<file path="src/rtl/mem_stage_sequencer.sv">
// mem_stage_sequencer
//
// Purpose: multi-cycle sequencer for the MEM stage of the pipelined LC-3b.
// It takes the memory fields of the decoded control word held in EX/MEM and
// drives the data-cache port until every access of the instruction has
// completed. Single accesses (LDR, STR, LDB, STB, TRAP vector read) use one
// cache transaction. Indirect sequences (LDI, STI) first read a pointer and
// then access memory at that pointer. While an access is outstanding the
// upstream pipeline is stalled.
//
// Optional feature: define MEM_SEQ_STALL_CNT_EN to add the stall_cycles
// output, a saturating count of stalled cycles.
//
// Ports:
//   clk, rst          pipeline clock, synchronous active-high reset
//   valid, in_mem     EX/MEM holds a live instruction that needs memory
//   in_st             final access is a write
//   in_indirect       first access fetches a pointer (LDI/STI)
//   in_byte           final access is a byte store
//   addr, store_data  effective address and SR value from EX
//   dmem_*            data-cache request/response port
//   load_data         raw word forwarded to MEM/WB
//   mem_done          one-cycle completion pulse
//   stall             freezes if_id/id_ex/ex_mem and bubbles MEM/WB
//   stall_cycles      (MEM_SEQ_STALL_CNT_EN only) saturating stall counter

module mem_stage_sequencer #(
    parameter int ADDR_W = 16,
    parameter int DATA_W = 16
) (
    input  logic              clk,
    input  logic              rst,
    input  logic              valid,
    input  logic              in_mem,
    input  logic              in_st,
    input  logic              in_indirect,
    input  logic              in_byte,
    input  logic [ADDR_W-1:0] addr,
    input  logic [DATA_W-1:0] store_data,
    output logic [ADDR_W-1:0] dmem_address,
    output logic              dmem_read,
    output logic              dmem_write,
    output logic [1:0]        dmem_byte_enable,
    output logic [DATA_W-1:0] dmem_wdata,
    input  logic [DATA_W-1:0] dmem_rdata,
    input  logic              dmem_resp,
    output logic [DATA_W-1:0] load_data,
    output logic              mem_done,
    output logic              stall
`ifdef MEM_SEQ_STALL_CNT_EN
    ,
    output logic [31:0]       stall_cycles
`endif
);

    typedef enum logic [1:0] {
        IDLE,
        ACC1,
        ACC2,
        DONE
    } state_t;

    state_t            state;
    logic              st_q;
    logic              ind_q;
    logic [DATA_W-1:0] store_data_q;

    // Word accesses always go to the even byte of the word.
    function automatic logic [ADDR_W-1:0] word_align(input logic [ADDR_W-1:0] a);
        return {a[ADDR_W-1:1], 1'b0};
    endfunction

    // Stall the detection cycle in IDLE so the instruction stays in EX/MEM,
    // and every cycle a request is outstanding. DONE lets the pipeline move.
    assign stall = ((state == IDLE) && valid && in_mem) ||
                   (state == ACC1) || (state == ACC2);

    // Sequencer FSM. All cache request signals are registered so they are
    // glitch-free and stay constant for the whole life of a request.
    // dmem_read/dmem_write are only ever set as a complementary pair.
    always_ff @(posedge clk) begin
        if (rst) begin
            state            <= IDLE;
            st_q             <= 1'b0;
            ind_q            <= 1'b0;
            store_data_q     <= '0;
            dmem_address     <= '0;
            dmem_read        <= 1'b0;
            dmem_write       <= 1'b0;
            dmem_byte_enable <= 2'b00;
            dmem_wdata       <= '0;
            load_data        <= '0;
            mem_done         <= 1'b0;
        end else begin
            mem_done <= 1'b0;
            case (state)
                IDLE: begin
                    if (valid && in_mem) begin
                        st_q         <= in_st;
                        ind_q        <= in_indirect;
                        store_data_q <= store_data;
                        state        <= ACC1;
                        if (in_indirect) begin
                            // Pointer fetch is always a word read, even for STI.
                            dmem_read    <= 1'b1;
                            dmem_write   <= 1'b0;
                            dmem_address <= word_align(addr);
                        end else if (in_st) begin
                            dmem_read  <= 1'b0;
                            dmem_write <= 1'b1;
                            if (in_byte) begin
                                // Byte lane picked by addr[0]; data replicated
                                // to both lanes so either lane sees the byte.
                                dmem_address     <= addr;
                                dmem_byte_enable <= addr[0] ? 2'b10 : 2'b01;
                                dmem_wdata       <= DATA_W'({2{store_data[7:0]}});
                            end else begin
                                dmem_address     <= word_align(addr);
                                dmem_byte_enable <= 2'b11;
                                dmem_wdata       <= store_data;
                            end
                        end else begin
                            dmem_read    <= 1'b1;
                            dmem_write   <= 1'b0;
                            dmem_address <= word_align(addr);
                        end
                    end
                end

                ACC1: begin
                    if (dmem_resp) begin
                        if (ind_q) begin
                            // Second access of LDI/STI goes to the fetched pointer.
                            dmem_address <= word_align(ADDR_W'(dmem_rdata));
                            dmem_read    <= ~st_q;
                            dmem_write   <= st_q;
                            if (st_q) begin
                                dmem_byte_enable <= 2'b11;
                                dmem_wdata       <= store_data_q;
                            end
                            state <= ACC2;
                        end else begin
                            if (dmem_read) begin
                                load_data <= dmem_rdata;
                            end
                            dmem_read  <= 1'b0;
                            dmem_write <= 1'b0;
                            mem_done   <= 1'b1;
                            state      <= DONE;
                        end
                    end
                end

                ACC2: begin
                    if (dmem_resp) begin
                        if (dmem_read) begin
                            load_data <= dmem_rdata;
                        end
                        dmem_read  <= 1'b0;
                        dmem_write <= 1'b0;
                        mem_done   <= 1'b1;
                        state      <= DONE;
                    end
                end

                // The finished instruction is still in EX/MEM this cycle, so
                // return to IDLE without looking at valid.
                DONE: begin
                    state <= IDLE;
                end

                default: begin
                    state <= IDLE;
                end
            endcase
        end
    end

`ifdef MEM_SEQ_STALL_CNT_EN
    // Saturating count of stalled cycles, for performance monitoring.
    always_ff @(posedge clk) begin
        if (rst) begin
            stall_cycles <= '0;
        end else if (stall && (stall_cycles != 32'hFFFF_FFFF)) begin
            stall_cycles <= stall_cycles + 32'd1;
        end
    end
`endif

endmodule

</file>
<file path="config.mk">
export PLATFORM = sky130hd
export DESIGN_NAME = mem_stage_sequencer
export DESIGN_NICKNAME = d
export VERILOG_FILES = /design/src/rtl/mem_stage_sequencer.sv
export SDC_FILE = /design/constraint.sdc
export NUM_CORES = 1
export LEC_CHECK = 0
export ABC_AREA = 1
export CAP_MARGIN = 15
export CORE_MARGIN = 10
export CORE_UTILIZATION = 42
export CTS_BUF_LIST = sky130_fd_sc_hd__clkbuf_4 sky130_fd_sc_hd__clkbuf_8
export DETAILED_ROUTE_END_ITERATION = 6
export HOLD_SLACK_MARGIN = 0.12
export PLACE_DENSITY = 0.83
export SYNTH_ARGS = -nofsm -noshare
export SYNTH_HDL_FRONTEND = slang
export SYNTH_SLANG_ARGS = --single-unit
</file>
<file path="constraint.sdc">
create_clock -name clk -period 4.1 [get_ports clk]
set_input_delay 0.41 -clock clk [delete_from_list [all_inputs] [get_ports clk]]
set_output_delay 0.41 -clock clk [all_outputs]
set_load 0.05 [all_outputs]
</file>
==> results.md, run 1 <==
Outcome:
- The flow ran to the end, and the final reports show no timing, DRC or antenna violations.

Global route:
- The global-route usage over all layers is 0.174.
- The final global-route overflow total is 0.
- The number of global-route vias before repair came to ~3600.
- The first global-routing pass estimated 18300 µm of wire.
- The number of antenna violations at the first check in global routing was 0.
- Entering global routing, the biggest net connects 37 pins.

Final layout:
- 0 antenna diodes ended up in the layout.
- The share of the core filled with cells in the final layout is 0.595.
- In the final layout, the share of cells above drive strength 1 is 0.0622.
- The net count of the finished layout is roughly 670.
- The count of fill cells added during filler insertion is roughly 760.
- The finished layout holds 716 standard cells, fillers aside.
- Relative to the synthesized area, the layout overhead comes to 37.6%.
- After routing the design area is approximately 5000 µm².

Detailed routing:
- The post-route DRC violation count is 0.
- The average via count per standard cell is between 5 and 6.
- The final layout contains routed wiring with a total length of approximately 11000 µm.
- In the final routed layout, each cell accounts on average for around 16 µm.
- The starting DRC count in detailed routing is 275.
- The detailed-router iteration count before antenna repair is 4.
- The routed layout has about 3700 vias.
- The number of nets still failing antenna checks after routing is 0.

Worst setup path:
- The largest fanout on the critical path is 36.
- The critical path endpoint category is a flip-flop.
- For the worst setup path, the data required time is roughly 4.4 ns.
- The type of the setup path with the least slack is flip-flop to flip-flop.
- For the worst setup path, the data arrival time is about 2.9 ns.
- The worst setup path is launched from a flip-flop.

Yosys:
- In this run the cell area of the synthesized design comes to 3550 µm².
- By count the netlist is led by nand2_1, dfxtp_1, nor2_1, a21oi_1, nand3_1.
- The most frequently used cell type in the post-synthesis netlist is nand2_1.
- The share of synthesized registers carrying an async set or reset is 0.
- The leading register cell type out of synthesis is dfxtp_1.
- The number of warnings issued by yosys is 0.
- The sequential element share of the synthesized area is 0.412.
- Each instance of the synthesized netlist takes up on average about 7 µm².
- Synthesis produced a netlist with a net count of between 500 and 600.
- Counting flops and latches in the post-synthesis netlist gives between 70 and 80.
- Yosys mapped the design onto 27 distinct sky130hd cell types.
- The cell type with the largest total area after synthesis is dfxtp_1.
- The share of synthesized area in the top cell type comes to 0.412.
- The synthesized instance count is slightly above 500.
- The count of flip-flops with a built-in enable after synthesis is 0.
- In the post-synthesis netlist, the biggest area contributors are dfxtp_1, nand2_1, a21oi_1.

STA:
- The final clock skew is 0.00612 ns.
- The clock period could shrink to approximately 2.7 ns.
- The hold violation total from the final report is 0.
- Timing would allow up to between 300 and 400 MHz.
- At the pin with the least slew margin, the transition time is roughly 0.92 ns.
- The portion of the clock cycle consumed by the worst path in the final layout is 0.652.
- Setup violations remaining at the end of the flow were counted as 0.
- The count of pins over their slew limit is 0.
- The remaining max-slew budget at the tightest pin is 0.384.
- Setup total negative slack on the finished layout was measured at 0 ns.
- Setup repair after global routing left no endpoint under its margin.

Power:
- The power density over the cells is a little under 800 nW/µm².
- The share of total power dissipated in combinational logic is 0.559.
- The leakage power summed over all cells is between 1.5 and 2 nW.
- The internal power is about 2 mW.
- After layout, the design draws a total of 3.88 mW.
- The switching power as a share of total power is 0.485.
- The sequential fraction of design power is 0.262.
- The largest vdd supply drop is ~410 µV.
- Summed over all nets, the switching power comes to 1.88 mW.
- The clock network fraction of total power is 0.179.

Clocking:
- The number of clock sinks seen by CTS is 73.
- Counting along the longest clock path gives a buffer depth of 2.
- The number of hold buffers added after CTS was 0.
- The clock tree from TritonCTS is yes.
- CTS built an H-tree with a depth of 3.
- After clock tree synthesis, the repair step resized 0 gates.
- Clock-pin slew was measured on the worst setup and hold paths at approximately 0.08 ns.
- The number of post-CTS setup repair buffers is 0.
- TritonCTS created 9 clock buffers.
- The clock tree root buffer cell is clkbuf_8.
- At the later pin of the worst-skew pair, clock insertion delay measures 0.35 ns.

Floorplan:
- The die footprint is around 13000 µm².
- In this run the horizontal extent of the chip is around 110 µm.
- The core box area is about 8200 µm².
- For this configuration, the core starts out at a cell density of 0.432.
- The floorplan row count is 33.
- During I/O placement, the number of pins put on the boundary was 110.
- The y dimension of the die is approximately 110 µm.

Placed design:
- The count of buffers inserted at the top-level ports is approximately 110.
- The final RePlAce weighted congestion is roughly 0.89.
- The placed cell count is 700.
- The post-detailed-placement half-perimeter wirelength is 8340 µm.
- The placed instances occupy a cell area of 4640 µm².

Run:
- Max-cap violations in this run came to 0.

Worst hold path:
- The min-delay analysis places its worst path in the category flip-flop to flip-flop.
==> metal layers <==
layer,vias up,share of wire,track usage,wire (µm)
li1,1862,-,-,-
met1,1702,0.42,0.208,4720
met2,109,0.50,0.298,5620
met3,15,0.062,0.0456,701
met4,0,0.017,0.0525,195
met5,-,0,0,0
==> area by class of cell <==
class                   instances  area, µm²  share of cell area
repair buffers                113       1120               0.229
inverters                      29        109              0.0223
clock inverters                 5        103              0.0210
multi-input cells             380       1820               0.372
well taps                     105        131              0.0269
clock buffers                  11        145              0.0297
flip-flops and latches         73       1460               0.299
==> sequential cells by signal (all words and copies together), names as in the netlist <==
signal            cells
dmem_write            1
dmem_address         16
ind_q                 1
store_data_q         16
state                 2
dmem_wdata           16
load_data            16
dmem_byte_enable      2
mem_done              1
dmem_read             1
st_q                  1
==> kinds of logic (layout without fill, tap and decap cells) <==
logic type / after synthesis / in the layout / share of synthesized area
AOI/OAI and AO/OA: 91 / 91 / 0.147
adders and majority gates: 6 / 6 / 0.0211
DFF: 73 / 73 / 0.412
buffers and inverters: 61 / 158 / 0.0772
and+or+nand+nor: 283 / 283 / 0.343
==> power by group through the flow <==
| stage | logic (mW) | registers [mW] | clock network, mW |
|---|---|---|---|
| final | 2.17 | 1.02 | 0.694 |
| after global routing | 2.37 | 1.04 | 0.737 |
| after CTS | 2.17 | 1.02 | 0.700 |
| after detailed placement | 2.16 | 1.03 | 0 |
| after global placement | 2.14 | 1.02 | 0 |
| after floorplan | 1.03 | 1.59 | 0 |
==> cells in the final DEF, fill, tap and decap left out, drive strengths merged <==
cell | synthesis | routed
nand2 | 141 | 141
bufinv | 0 | 3
nand3 | 50 | 50
inv | 27 | 27
clkinv | 2 | 3
nand4 | 17 | 17
a31oi | 3 | 3
clkdlybuf4s50 | 0 | 109
nor2 | 72 | 72
a21boi | 23 | 23
clkbuf | 11 | 11
ha | 6 | 6
nand3b | 1 | 1
buf | 21 | 4
nor3 | 2 | 2
clkinvlp | 0 | 1
o21ai | 12 | 12
dfxtp | 73 | 73
o211ai | 1 | 1
a21oi | 52 | 52
==> final timing paths <==
kind | startpoint | endpoint | slack, ns | cells after the start
worst max-delay path | state[1] | dmem_wdata[4] | 1.43 | 10
worst max register to register | state[1] | dmem_wdata[4] | 1.43 | 10
worst min-delay path | store_data_q[15] | store_data_q[15] | 0.47 | 2
worst min register to register | store_data_q[15] | store_data_q[15] | 0.47 | 2
==> critical path, cell delays in order (launching register included) <==
cell     delay (ns)
dfxtp_1        0.33
inv_1          0.15
ha_1           0.17
buf_4          0.33
inv_2          0.32
nand2_2        0.17
nand2_1        0.07
nor2_2         0.70
nand3_1        0.17
nand2_1        0.11
nor2_1         0.04
==> through the flow <==
stage / hold slack, ns / setup slack [ns]
2_1_floorplan: 0.430 / 2.24
3_3_place_gp: 0.441 / 1.47
3_5_place_dp: 0.452 / 1.38
4_1_cts: 0.464 / 1.42
5_1_grt: 0.475 / 1.09
6_report: 0.466 / 1.43
Power figures use the tool's default switching activity.
==> run 2: changes to the inputs <==
==> constraint.sdc (replaced) <==
create_clock -name clk -period 2.6 [get_ports clk]
set_input_delay 0.26 -clock clk [delete_from_list [all_inputs] [get_ports clk]]
set_output_delay 0.26 -clock clk [all_outputs]
set_load 0.05 [all_outputs]
==> results.md, run 2 (synthesized netlist as in run 1, its figures left out) <==
Clocking:
- The number of buffers between clock root and the deepest sink is 2 (unchanged).
- The clock-pin slew on the worst setup and hold paths was 0.07 ns (about the same).
- The clock tree from TritonCTS is yes.
- The total CTS buffers is 9 (unchanged).
- The number of H-tree branching levels is 3 (unchanged).
- The number of hold buffers added after cts came to 0 (unchanged).
- The number of post-CTS setup repair buffers is 0 (unchanged).
- The quantity of gates resized following cts is 0 (unchanged).
- The number of clock sinks seen by CTS is 73 (unchanged).
- The tree is rooted in a clkbuf_8.
- The clock insertion delay at the later pin of the skew report is 0.35 ns (about the same).

Worst hold path:
- The min-delay analysis places its worst path in the category flip-flop to flip-flop.

Run:
- The max-capacitance violation count came to 0 (unchanged).

STA:
- Setup repair after global routing left no endpoint under its margin.
- The setup total negative slack is 0 ns (unchanged).
- The hold violation total from the final report is 0 (unchanged).
- The minimum setup slack in the final design is 0.374 ns (-1.05 ns).
- The final number of setup-violating endpoints is 0 (unchanged).
- The slew at the pin closest to its max-slew limit is 0.659 ns (-0.264 ns).
- The post-route minimum period came to 2.23 ns (-0.446 ns).
- The hold slack was 0.467 ns (+0.00131 ns).
- The achievable frequency is 449 MHz (+20%).
- The count of pins over their slew limit was 0 (unchanged).
- The portion of the clock cycle consumed by the worst path in the final layout is 0.856 (+0.204).
- The final clock skew is 0.00832 ns (+0.00220 ns).
- The remaining max-slew budget at the tightest pin is 0.561 (+0.176).

Final layout:
- The final layout net count came to 673 (+0.75%).
- The number of antenna repair diodes is 0 (unchanged).
- The share of layout cells above drive strength 1 is 0.0699 (+0.00773).
- The top cell types in the final layout, fill and taps aside, are nand2_1, clkdlybuf4s50_1, dfxtp_1.
- The final non-filler cell area is 4880 µm² (-0.18%).
- The library cell used most frequently in the layout, excluding fill and tap cells, is nand2_1.
- The area growth from synthesis to layout is 37.4%.

Outcome:
- The flow ran to the end, and the final reports show no timing, DRC or antenna violations.

Floorplan:
- The die extent in x is 112 µm (unchanged).
- The floorplan row count is 33 (unchanged).
- The boundary pin count is 110 (unchanged).
- The initial cell density of the core is 0.432 (unchanged).
- The core box area is 8220 µm² (unchanged).
- The y dimension of the die is 112 µm (unchanged).
- The die footprint is 12500 µm² (unchanged).

Detailed routing:
- The detailed-router iteration count before antenna repair is 5 (+1).
- The number of nets still failing antenna checks after routing is 0 (unchanged).
- The routed length per placed instance is 15.8 µm (+0.37%).
- The average via count per standard cell came to 5.18 (+0.66%).
- The total length of routed wires came to 11300 µm (+0.93%).
- The routed via count is 3733 (+1.2%).
- The starting DRC count in detailed routing is 270 (-1.8%).
- The post-route DRC violation count is 0 (unchanged).

Placed design:
- The final RePlAce weighted congestion is 0.857 (-4.0%).
- The worst-case setup slack after placement is 0.345 ns (-1.03 ns).
- The count of buffers inserted at the top-level ports came to 109 (unchanged).
- The post-place instance area is 4670 µm² (+0.59%).
- The post-detailed-placement half-perimeter wirelength is 8110 µm (-2.7%).

Global route:
- The global-route usage over all layers is 0.169 (-0.00526).
- The number of antenna violations at the first check in global routing is 0 (unchanged).
- The largest net degree at the start of global routing is 46 (+24%).
- The global-route wire length before repair was 17700 µm (-2.9%).
- The number of global-route vias before repair is 3469 (-4.6%).
- The final global-route overflow total is 0 (unchanged).

Power:
- The total chip power came to 5.95 mW (+53%).
- The power density over the cells was 1220 nW/µm² (+54%).
- The leakage power summed over all cells is 1.98 nW (+0.49%).
- The largest vdd supply drop is 657 µV (+61%).

Worst setup path:
- The critical path data arrival time came to 2.47 ns (-0.45 ns).
- The worst setup path is launched from a flip-flop.
- The setup slack of the most critical reg-to-reg path was 0.37 ns (-1.05 ns).
- The cell count of the worst reg-to-reg path is 9 (-1).
- The worst register-to-register path ends at dmem_address[0].
- The worst setup path is captured at a flip-flop.
- The critical path in this run is classified as flip-flop to flip-flop.
- The capture point of the critical path is dmem_address[0].
- The largest fanout on the critical path came to 35 (-2.8%).
- The data required time at the worst endpoint is 2.84 ns (-1.51 ns).
- In this run the critical register-to-register path is launched from state[1].
- Tracing the worst setup path back leads to its startpoint at state[1].
run 2: cell types whose count changed in the layout (fill, tap and decap cells not counted):
cell	before	now
clkinvlp_4	1	0
clkinv_2	1	3
clkbuf_8	10	9
bufinv_16	3	1
buf_4	4	9
clkdlybuf4s50_1	109	108
clkbuf_4	1	2
buf_16	0	1
run 2: stage by stage:
step / std cells / utilization
finish: 720 / 0.594
global route: 720 / 0.594
CTS: 719 / 0.590
detailed placement: 704 / 0.568
global placement: 704 / 0.568
floorplan: 514 / -
run 2: how the worst min path moves through the flow:
| stage | from | endpoint | slack [ns] | depth (start not counted) |
|---|---|---|---|---|
| after floorplan | dmem_resp | mem_done | 0.41 | 2 |
| after global placement | store_data_q[15] | store_data_q[15] | 0.44 | 2 |
| after detailed placement | store_data_q[9] | store_data_q[9] | 0.45 | 2 |
| after CTS | store_data_q[9] | store_data_q[9] | 0.46 | 2 |
| after global routing | load_data[10] | load_data[10] | 0.48 | 2 |
| final | store_data_q[13] | store_data_q[13] | 0.47 | 2 |
run 2: cell type report:
class / count / area, µm²
fill: 734 / 3340
multi-input combinational: 380 / 1820
sequential: 73 / 1460
timing repair buffer: 118 / 1180
clock buffer: 11 / 139
tap: 105 / 131
inverter: 29 / 109
clock inverter: 4 / 45.0
run 2: critical path: stages (launching register included):
cell and delay (ns):
dfxtp_1 0.33, inv_1 0.16, ha_1 0.25, buf_4 0.23, inv_2 0.06, buf_4 0.24, o21ai_2 0.53, nand3_1 0.16
nand2_1 0.12, nor2_1 0.05
run 2: routing by layer:
metal	global-route usage	wire [µm]
met1	0.211	4920
met2	0.274	5530
met3	0.0413	692
met4	0.0618	195
met5	0	0
run 2: power breakdown:
group	internal (mW)	switching (mW)	leakage [nW]
combinational	1.09	2.39	1.28
sequential	1.43	0.164	0.597
clock	0.455	0.420	0.0998
